File: config.mk
export PLATFORM = sky130hd
export DESIGN_NAME = morse_sequence_player
export DESIGN_NICKNAME = d
export VERILOG_FILES = /design/src/rtl/morse_pkg.sv /design/src/rtl/morse_unit_timer.sv /design/src/rtl/morse_sequence_player.sv
export SDC_FILE = /design/constraint.sdc
export NUM_CORES = 1
export LEC_CHECK = 0
export ABC_AREA = 1
export CORE_AREA = 2 2 136 138
export DETAILED_ROUTE_END_ITERATION = 10
export DIE_AREA = 0 0 138 140
export DONT_BUFFER_PORTS = 1
export GPL_TIMING_DRIVEN = 0
export PLACE_DENSITY_LB_ADDON = 0.3
export RECOVER_POWER = 25
export SETUP_SLACK_MARGIN = 0.1
export SLEW_MARGIN = 0
export SYNTH_ARGS = -nofsm -noshare
export SYNTH_HDL_FRONTEND = slang
export SYNTH_SLANG_ARGS = --single-unit
File: constraint.sdc
create_clock -name clk -period 3.45 [get_ports clk]
set_input_delay 0.5175 -clock clk [delete_from_list [all_inputs] [get_ports clk]]
set_output_delay 0.5175 -clock clk [all_outputs]
set_load 0.01 [all_outputs]
File: src/rtl/morse_pkg.sv
// ============================================================================
// morse_pkg : symbol codes, buffer geometry, player states and entry check
// Revision  : 1.0
// ============================================================================
`default_nettype none

package morse_pkg;

  localparam int SEQ_W   = 10;
  localparam int NUM_SEQ = 16;

  localparam logic [1:0] SYM_DOT  = 2'b00;
  localparam logic [1:0] SYM_DASH = 2'b01;
  localparam logic [1:0] SYM_END  = 2'b11;

  typedef enum logic [2:0] {
    ST_IDLE       = 3'd0,
    ST_SCAN       = 3'd1,
    ST_SYM_ON     = 3'd2,
    ST_SYM_GAP    = 3'd3,
    ST_LETTER_GAP = 3'd4,
    ST_DONE       = 3'd5
  } state_e;

  // A letter is playable only if its first pair is a real symbol; the
  // reserved code 10 acts as a terminator, so it cannot open a letter.
  function automatic logic entry_valid(input logic [SEQ_W-1:0] entry);
    return (entry[SEQ_W-1 -: 2] == SYM_DOT) || (entry[SEQ_W-1 -: 2] == SYM_DASH);
  endfunction

endpackage

`default_nettype wire

File: src/rtl/morse_unit_timer.sv
// ============================================================================
// morse_unit_timer : free-running UNIT_CYCLES prescaler with clear and tick
// Revision         : 1.0
// ============================================================================
`default_nettype none

module morse_unit_timer #(
  parameter int UNIT_CYCLES = 12_500_000
) (
  input  logic clk,
  input  logic reset,
  input  logic clear,
  output logic unit_tick
);

  localparam int              CNT_W   = (UNIT_CYCLES > 1) ? $clog2(UNIT_CYCLES) : 1;
  localparam logic [CNT_W-1:0] CNT_MAX = CNT_W'(UNIT_CYCLES - 1);

  logic [CNT_W-1:0] cnt_q, cnt_d;

  always_comb begin
    cnt_d = cnt_q + 1'b1;
    if (clear || (cnt_q == CNT_MAX)) cnt_d = '0;
  end

  always_ff @(posedge clk) begin
    if (reset) cnt_q <= '0;
    else       cnt_q <= cnt_d;
  end

  assign unit_tick = (cnt_q == CNT_MAX);

endmodule

`default_nettype wire

File: src/rtl/morse_sequence_player.sv
// ============================================================================
// morse_sequence_player : plays a 16-entry Morse buffer as on/off keying.
// Optional letter_valid/letter_code outputs: MORSE_PLAYER_LETTER_OUT_EN
// Revision              : 1.0
// ============================================================================
`default_nettype none

module morse_sequence_player
  import morse_pkg::*;
#(
  parameter int UNIT_CYCLES      = 12_500_000,
  parameter int DASH_UNITS       = 3,
  parameter int LETTER_GAP_UNITS = 3
) (
  input  logic                     clk,
  input  logic                     reset,
  input  logic                     start,
  input  logic                     abort,
  input  logic [NUM_SEQ*SEQ_W-1:0] i_sequence,
  output logic                     tone,
  output logic                     busy,
  output logic                     done
`ifdef MORSE_PLAYER_LETTER_OUT_EN
  ,
  output logic                     letter_valid,
  output logic [SEQ_W-1:0]         letter_code
`endif
);

  localparam int IDX_W     = $clog2(NUM_SEQ);
  localparam int MAX_UNITS = (DASH_UNITS > LETTER_GAP_UNITS) ? DASH_UNITS : LETTER_GAP_UNITS;
  localparam int UCNT_W    = (MAX_UNITS > 1) ? $clog2(MAX_UNITS + 1) : 1;

  state_e                   state_q, state_d;
  logic [NUM_SEQ*SEQ_W-1:0] seq_q, seq_d;
  logic [IDX_W-1:0]         idx_q, idx_d;
  logic [SEQ_W-1:0]         sym_q, sym_d;
  logic [2:0]               sym_idx_q, sym_idx_d;
  logic [UCNT_W-1:0]        unit_cnt_q, unit_cnt_d;
  logic [UCNT_W-1:0]        unit_target;
  logic [SEQ_W-1:0]         cur_entry;
  logic                     unit_tick, unit_done, valid_below, timer_clear;

  morse_unit_timer #(.UNIT_CYCLES(UNIT_CYCLES)) u_unit_timer (
    .clk       (clk),
    .reset     (reset),
    .clear     (timer_clear),
    .unit_tick (unit_tick)
  );

  assign cur_entry = seq_q[int'(idx_q)*SEQ_W +: SEQ_W];
  assign busy      = (state_q != ST_IDLE) && (state_q != ST_DONE);
  assign tone      = (state_q == ST_SYM_ON);
  assign done      = (state_q == ST_DONE);

  // Only a playable letter further down the buffer earns a letter gap.
  always_comb begin
    valid_below = 1'b0;
    for (int k = 0; k < NUM_SEQ; k++) begin
      if ((k < int'(idx_q)) && entry_valid(seq_q[k*SEQ_W +: SEQ_W])) valid_below = 1'b1;
    end
  end

  always_comb begin
    unit_target = '0;
    if ((state_q == ST_SYM_ON) && (sym_q[SEQ_W-1 -: 2] == SYM_DASH))
      unit_target = UCNT_W'(DASH_UNITS - 1);
    else if (state_q == ST_LETTER_GAP)
      unit_target = UCNT_W'(LETTER_GAP_UNITS - 1);
  end

  assign unit_done = unit_tick && (unit_cnt_q == unit_target);

`ifdef MORSE_PLAYER_LETTER_OUT_EN
  logic             letter_valid_q, letter_valid_d;
  logic [SEQ_W-1:0] letter_code_q, letter_code_d;
`endif

  always_comb begin
    state_d    = state_q;
    seq_d      = seq_q;
    idx_d      = idx_q;
    sym_d      = sym_q;
    sym_idx_d  = sym_idx_q;
`ifdef MORSE_PLAYER_LETTER_OUT_EN
    letter_valid_d = 1'b0;
    letter_code_d  = letter_code_q;
`endif
    case (state_q)
      ST_IDLE: begin
        if (start) begin
          seq_d   = i_sequence;
          idx_d   = IDX_W'(NUM_SEQ - 1);
          state_d = ST_SCAN;
        end
      end
      ST_SCAN: begin
        if (entry_valid(cur_entry)) begin
          sym_d     = cur_entry;
          sym_idx_d = 3'd0;
          state_d   = ST_SYM_ON;
`ifdef MORSE_PLAYER_LETTER_OUT_EN
          letter_valid_d = 1'b1;
          letter_code_d  = cur_entry;
`endif
        end else if (idx_q != '0) begin
          idx_d = idx_q - 1'b1;
        end else begin
          state_d = ST_DONE;
        end
      end
      ST_SYM_ON: begin
        if (unit_done) begin
          // The symbol register shifts so the live pair always sits on top.
          if ((sym_idx_q < 3'd4) && !sym_q[SEQ_W-3]) begin
            sym_d     = sym_q << 2;
            sym_idx_d = sym_idx_q + 3'd1;
            state_d   = ST_SYM_GAP;
          end else if (valid_below) begin
            state_d = ST_LETTER_GAP;
          end else begin
            state_d = ST_DONE;
          end
        end
      end
      ST_SYM_GAP: begin
        if (unit_done) state_d = ST_SYM_ON;
      end
      ST_LETTER_GAP: begin
        if (unit_done) begin
          idx_d   = idx_q - 1'b1;
          state_d = ST_SCAN;
        end
      end
      ST_DONE: state_d = ST_IDLE;
      default: state_d = ST_IDLE;
    endcase
    if (abort && busy) state_d = ST_IDLE;
  end

  // Every state change restarts unit timing so each timed phase starts clean.
  assign timer_clear = (state_d != state_q);

  always_comb begin
    unit_cnt_d = unit_cnt_q;
    if (timer_clear)    unit_cnt_d = '0;
    else if (unit_tick) unit_cnt_d = unit_cnt_q + 1'b1;
  end

  always_ff @(posedge clk) begin
    if (reset) begin
      state_q    <= ST_IDLE;
      seq_q      <= '0;
      idx_q      <= '0;
      sym_q      <= '0;
      sym_idx_q  <= '0;
      unit_cnt_q <= '0;
    end else begin
      state_q    <= state_d;
      seq_q      <= seq_d;
      idx_q      <= idx_d;
      sym_q      <= sym_d;
      sym_idx_q  <= sym_idx_d;
      unit_cnt_q <= unit_cnt_d;
    end
  end

`ifdef MORSE_PLAYER_LETTER_OUT_EN
  always_ff @(posedge clk) begin
    if (reset) begin
      letter_valid_q <= 1'b0;
      letter_code_q  <= '1;
    end else begin
      letter_valid_q <= letter_valid_d;
      letter_code_q  <= letter_code_d;
    end
  end

  assign letter_valid = letter_valid_q;
  assign letter_code  = letter_code_q;
`endif

endmodule

`default_nettype wire

# After elaboration in Yosys (flattened, before gate mapping)
# Index checks and enable logic that the tools add are counted.
# op_classes
add_sub_neg,4
multipliers,1
div,0
magnitude_cmp,16
eq_ne,33
shift,1
mux,40
bitwise_logic,0
reduce_logical,64
# op_table
operator,n
$shiftx A160 B9 Y10,1
$eq A2 B1 Y1 const B,17
$mux W3,11
$logic_not A2 Y1,16
$mux W10,3
$lt A4 B4 Y1 const A,7
$add A24 B1 Y24 const B,1
$eq A24 B24 Y1 const B,1
$logic_and A1 B1 Y1,20
$pmux W10 S2,1
$logic_or A1 B1 Y1,17
$lt A3 B4 Y1 const A,4
$mux W1,16
$mux W4,4
$pmux W3 S5,1
$pmux W4 S3,1
$ne A2 B2 Y1 const B,5
$lt A1 B4 Y1 const A,2
$lt A2 B4 Y1 const A,2
$mul A4 B3 Y7 const B,1
$eq A3 B2 Y1 const B,2
$eq A3 B3 Y1 const B,2
$pmux W3 S2,1
$reduce_bool A3 Y1,2
other kinds (18),21
# totals
reg_bits,206
latch_bits,0
mem_bits_rw,0
romBits,0
mem_count,0

# Depth between registers and ports, before layout
# logic_depth
ltp_word,26
mapped_depth,23

# Hierarchy
# A second synthesis with hierarchy kept.
# unflattened
hier_cells,1418
hier_area_um2,9819.4
# modules_own_cells
module,n_inst,cells_each,area_each_um2
morse_sequence_player,1,1219,8478.1
morse_unit_timer,1,199,1341.3

# Least setup slack after synthesis
# No wires, ideal clock.
# synth_path
path_kind,register to register
from,register idx_q[0]
to,register u_unit_timer.cnt_q[6]
t_arrival_ps,2581
slack_ps,808
path_stages_with_launch,24
period_less_slack_ps,2642
path_cell_list,dfxtp_1 -> buf_6 -> inv_4 -> buf_6 -> clkbuf_1 -> buf_1 -> ha_1 -> inv_1 -> o21ai_0 -> nand2_1 -> inv_1 -> nand2_1 -> nand2_1 -> nand2_1 -> nand2_1 -> nand2_1 -> nand3_2 -> nand2_1 -> nand2_1 -> nand2_1 -> inv_2 -> nand3_4 -> buf_12 -> nor2_4
# synth_via
elab_chain_len,25
elab_cells_between_ends,61
classes_between,1 x mul; 15 x order compare; 2 x eq/ne; 1 x shift; 22 x mux; 20 x reduce/logical
# synth_rtl
item,line_no,rtl
"start, declared",morse_sequence_player.sv:36,"logic [IDX_W-1:0] idx_q, idx_d;"
"start signal, assigned",morse_sequence_player.sv:161,idx_q <= idx_d;
$lt A1 B4 Y1,morse_sequence_player.sv:60,if ((k < int'(idx_q)) && entry_valid(seq_q[k*SEQ_W +: SEQ_W])) valid_below = 1'b1;
$logic_and A1 B1 Y1,morse_sequence_player.sv:60,
$mux W1 (15 in a row),morse_sequence_player.sv:60,
$mux W1,morse_sequence_player.sv:119,end else if (valid_below) begin
$mux W3,morse_sequence_player.sv:115,if ((sym_idx_q < 3'd4) && !sym_q[SEQ_W-3]) begin
$mux W3,morse_sequence_player.sv:113,if (unit_done) begin
$pmux W3 S5 *,morse_sequence_player.sv:89,case (state_q)
$mux W3 *,morse_sequence_player.sv:138,if (abort && busy) state_d = ST_IDLE;
$ne A3 B3 Y1 *,morse_sequence_player.sv:142,assign timer_clear = (state_d != state_q);
$logic_or A1 B1 Y1 *,morse_unit_timer.sv:23,if (clear || (cnt_q == CNT_MAX)) cnt_d = '0;
$reduce_or A2 Y1 (no source line) *,n/a,
"end signal, assigned",morse_unit_timer.sv:28,else cnt_q <= cnt_d;
"end, declared",morse_unit_timer.sv:19,"logic [CNT_W-1:0] cnt_q, cnt_d;"
# Mark *: on every way between the ends. The rest lies on a longest branch, timed or not.
# A chain may end at the register's enable or synchronous reset.

# Worst setup path after layout
# layout_path
from,register state_q[0]
to,register seq_q[77]
# layout_via
elab_chain_len,2
# layout_rtl
item,line_no,rtl
"start, declared",morse_sequence_player.sv:34,"state_e state_q, state_d;"
"start signal, assigned",morse_sequence_player.sv:159,state_q <= state_d;
$logic_not A3 Y1,morse_sequence_player.sv:89,
$reduce_and A2 Y1 (no source line),n/a,
"end signal, assigned",morse_sequence_player.sv:160,seq_q <= seq_d;
"end, declared",morse_sequence_player.sv:35,"logic [NUM_SEQ*SEQ_W-1:0] seq_q, seq_d;"
# No other way between the ends.

==> flow_summary.json <==
{
  "synth_top_area_cell": "dfxtp_1",
  "nets": 1546,
  "drtIter0Drc": 905,
  "total_power_uw": 9390,
  "place.gp.congestion": 0.947,
  "wl_mm": 28.7,
  "antenna_found_initial": 2,
  "worstPathRequired_ps": 3850,
  "worstMarginPinSlew_ps": 774,
  "synth-seq-cells": 206,
  "setup_tns_ps": 0,
  "r2r_cells": 8,
  "clk_pin_slew_ps": 60,
  "synth_ff_type": "dfxtp_1",
  "avgSynthCellArea_sq_um": 7.11,
  "clock_sinks": 206,
  "fin_worst_skew_ps": 9.52,
  "r2r_setup_slack_ps": 460,
  "rsz0062_at_grt": "no",
  "powerDensity_mw_per_mm2": 883,
  "hold_violations": 0,
  "gr-total-overflow": 0,
  "ys_async_sr_fraction_pct": 0,
  "yosys.area.top_type_share_pct": 42.9,
  "setup_viol": 0,
  "r2r_start": "state_q[0]",
  "fmax_mhz": 334,
  "synth_edf_count": 0,
  "cts_made_buffers": 23,
  "die_area_sq_mm": 0.0193,
  "grt_pass1_vias": 8448,
  "cellLeakagePower_uw": 0.00426,
  "yosysWarnings": 0,
  "cts_max_level": 1,
  "reg2reg_to": "seq_q[77]",
  "tritoncts": "built",
  "grtUsageTotal_pct": 29.0,
  "critical_path.max_fanout": 10,
  "ys_seq_area_share_pct": 42.9,
  "areaGrowthSynthToFinish_pct": 10.7,
  "portBuffers": 0,
  "cts_root_buffer": "clkbuf_16",
  "viasPerCell": 5.54,
  "hold_buffers": 0,
  "drc": 0,
  "post-route-period-util_pct": 86.7,
  "clockBufferDepth": 3,
  "report.final.slew_viol_count": 0,
  "hold_start": "i_sequence[22]",
  "postRouteAntennaNets": 0,
  "layout_min_cycle_time_ps": 2990,
  "ir_worst_vdd_mv": 0.491,
  "slew_headroom_pct": 48.4,
  "synth_area_leaders": "dfxtp_1 43%, o21ai_0 13%, nor2_1 10%",
  "die_h_microns": 140,
  "initial_core_util_pct": 54.1,
  "hpwl_mm": 21.5,
  "layout-drive-gt1-share_pct": 8.12,
  "ios": 167,
  "num_rows": 49,
  "status": "complete, no violations",
  "routedWlPerCell_microns": 17.7,
  "die_width_microns": 138,
  "coreArea_sq_mm": 0.0178,
  "dr.pass1.iters": 6,
  "critPathLaunch": "state_q[0]",
  "max-cap-violations": 0,
  "yosysUniqueCellTypes": 37,
  "endpoint_kind": "flip-flop",
  "synthCells": 1352,
  "crit_end": "seq_q[77]",
  "synth_nets": 1522,
  "syn_area_sq_mm": 0.00961,
  "worst-setup-path-type": "reg2reg",
  "grt_pass1_wl_mm": 44.4,
  "grt_start_max_net_pins": 14,
  "vias": 8987,
  "worstPathArrival_ps": 3390,
  "insertion_delay_ps": 510,
  "critPathLaunchType": "flip-flop",
  "hp-class": "in2reg"
}
## layout by cell type (no fill, tap or decap), types with 5 or more instances in the layout
master	synthesis	final
a21oi_1	136	136
a41oi_1	7	7
clkbuf_1	73	76
clkbuf_16	0	23
clkbuf_8	0	7
clkinv_2	0	6
dfxtp_1	206	206
ha_1	6	6
inv_1	104	106
inv_2	10	8
nand2_1	142	143
nand2_2	10	9
nand3_1	26	27
nand3_2	6	5
nand4_1	5	5
nor2_1	265	265
nor2_2	7	7
nor2_4	25	25
o21ai_0	257	258
o22ai_1	5	5
xnor2_1	9	9
xor2_1	16	16
## worst min-delay path by stage
| stage | endpoint | slack (ps) | depth (start not counted) |
|---|---|---|---|
| after floorplan | u_unit_timer.cnt_q[0] | 410 | 1 |
| after global routing | seq_q[126] | 140 | 2 |
| after detailed placement | sym_q[9] | 430 | 2 |
| after CTS | seq_q[22] | 130 | 2 |
| final | seq_q[22] | 140 | 2 |
| after global placement | sym_q[9] | 430 | 2 |
## power breakdown
group          internal, uW  leakage (uW)  switching, uW  total (uW)
registers              2950       0.00170            274        3220
logic                  1100       0.00218           2660        3760
clock network          1440      0.000378            970        2410
total                  5490       0.00426           3900        9390
## routing by layer
metal,vias up,wire [microns],GRT usage [%]
li1,4444,-,-
met1,4079,12300,39.5
met2,386,12700,45.5
met3,76,2610,6.09
met4,2,1060,10.7
met5,-,14,0
## through the flow
stage	utilization [%]	instance area (sq um)	cells	hold slack [ps]	setup WS (ps)
final	59.8	10600	1622	143	458
after global routing	59.8	10600	1621	136	116
after CTS	59.9	10600	1621	125	155
after detailed placement	55.7	9900	1581	433	160
after global placement	55.7	9900	1581	427	229
after floorplan	-	9610	1352	413	808
## registers in the layout (all words and copies together) (netlist names)
name,flops
idx_q,4
seq_q,160
state_q,3
sym_idx_q,3
sym_q,10
u_unit_timer.cnt_q,24
unit_cnt_q,2
## area by class of cell
cell class	count	area, sq um
diodes	2	5.00
multi-input cells	940	4640
clock inverters	8	68.8
fillers	1686	7140
plain buffers	87	390
inverters	118	445
clock buffers	32	679
flip-flops and latches	206	4120
well taps	229	287
## synthesized netlist by cell type, types with 9 or more instances
cell type and n:
clkbuf_1 73, nor2_4 25, xnor2_1 9, o21ai_0 257, nor2_1 265, inv_2 10
xor2_1 16, nand3_1 26, inv_1 104, a21oi_1 136, nand2_2 10, nand2_1 142
dfxtp_1 206
## worst max-delay path: stages (launching register included)
cell	delay, ps
dfxtp_1	360
nor2_1	260
nand2_1	150
nor2_2	570
clkinv_1	430
clkbuf_1	440
clkbuf_1	400
nor2_1	200
nor2_1	60
## cell families (layout without fill, tap and decap cells)
kind of cell / count (synthesis) / count (layout) / synth area share (%)
simple gates: 498 / 498 / 23.4
compound gates: 411 / 411 / 21.9
flops: 206 / 206 / 42.9
buf+inv: 206 / 245 / 8.75
xor+xnor: 25 / 25 / 2.28
fa+ha+maj: 6 / 6 / 0.781
other cells: 0 / 2 / 0
## timing repair
action,in CTS,in global routing
resized for setup,0,1
endpoints found under the setup margin,0,26
buffers inserted,0,0
Power figures use the tool's default switching activity.
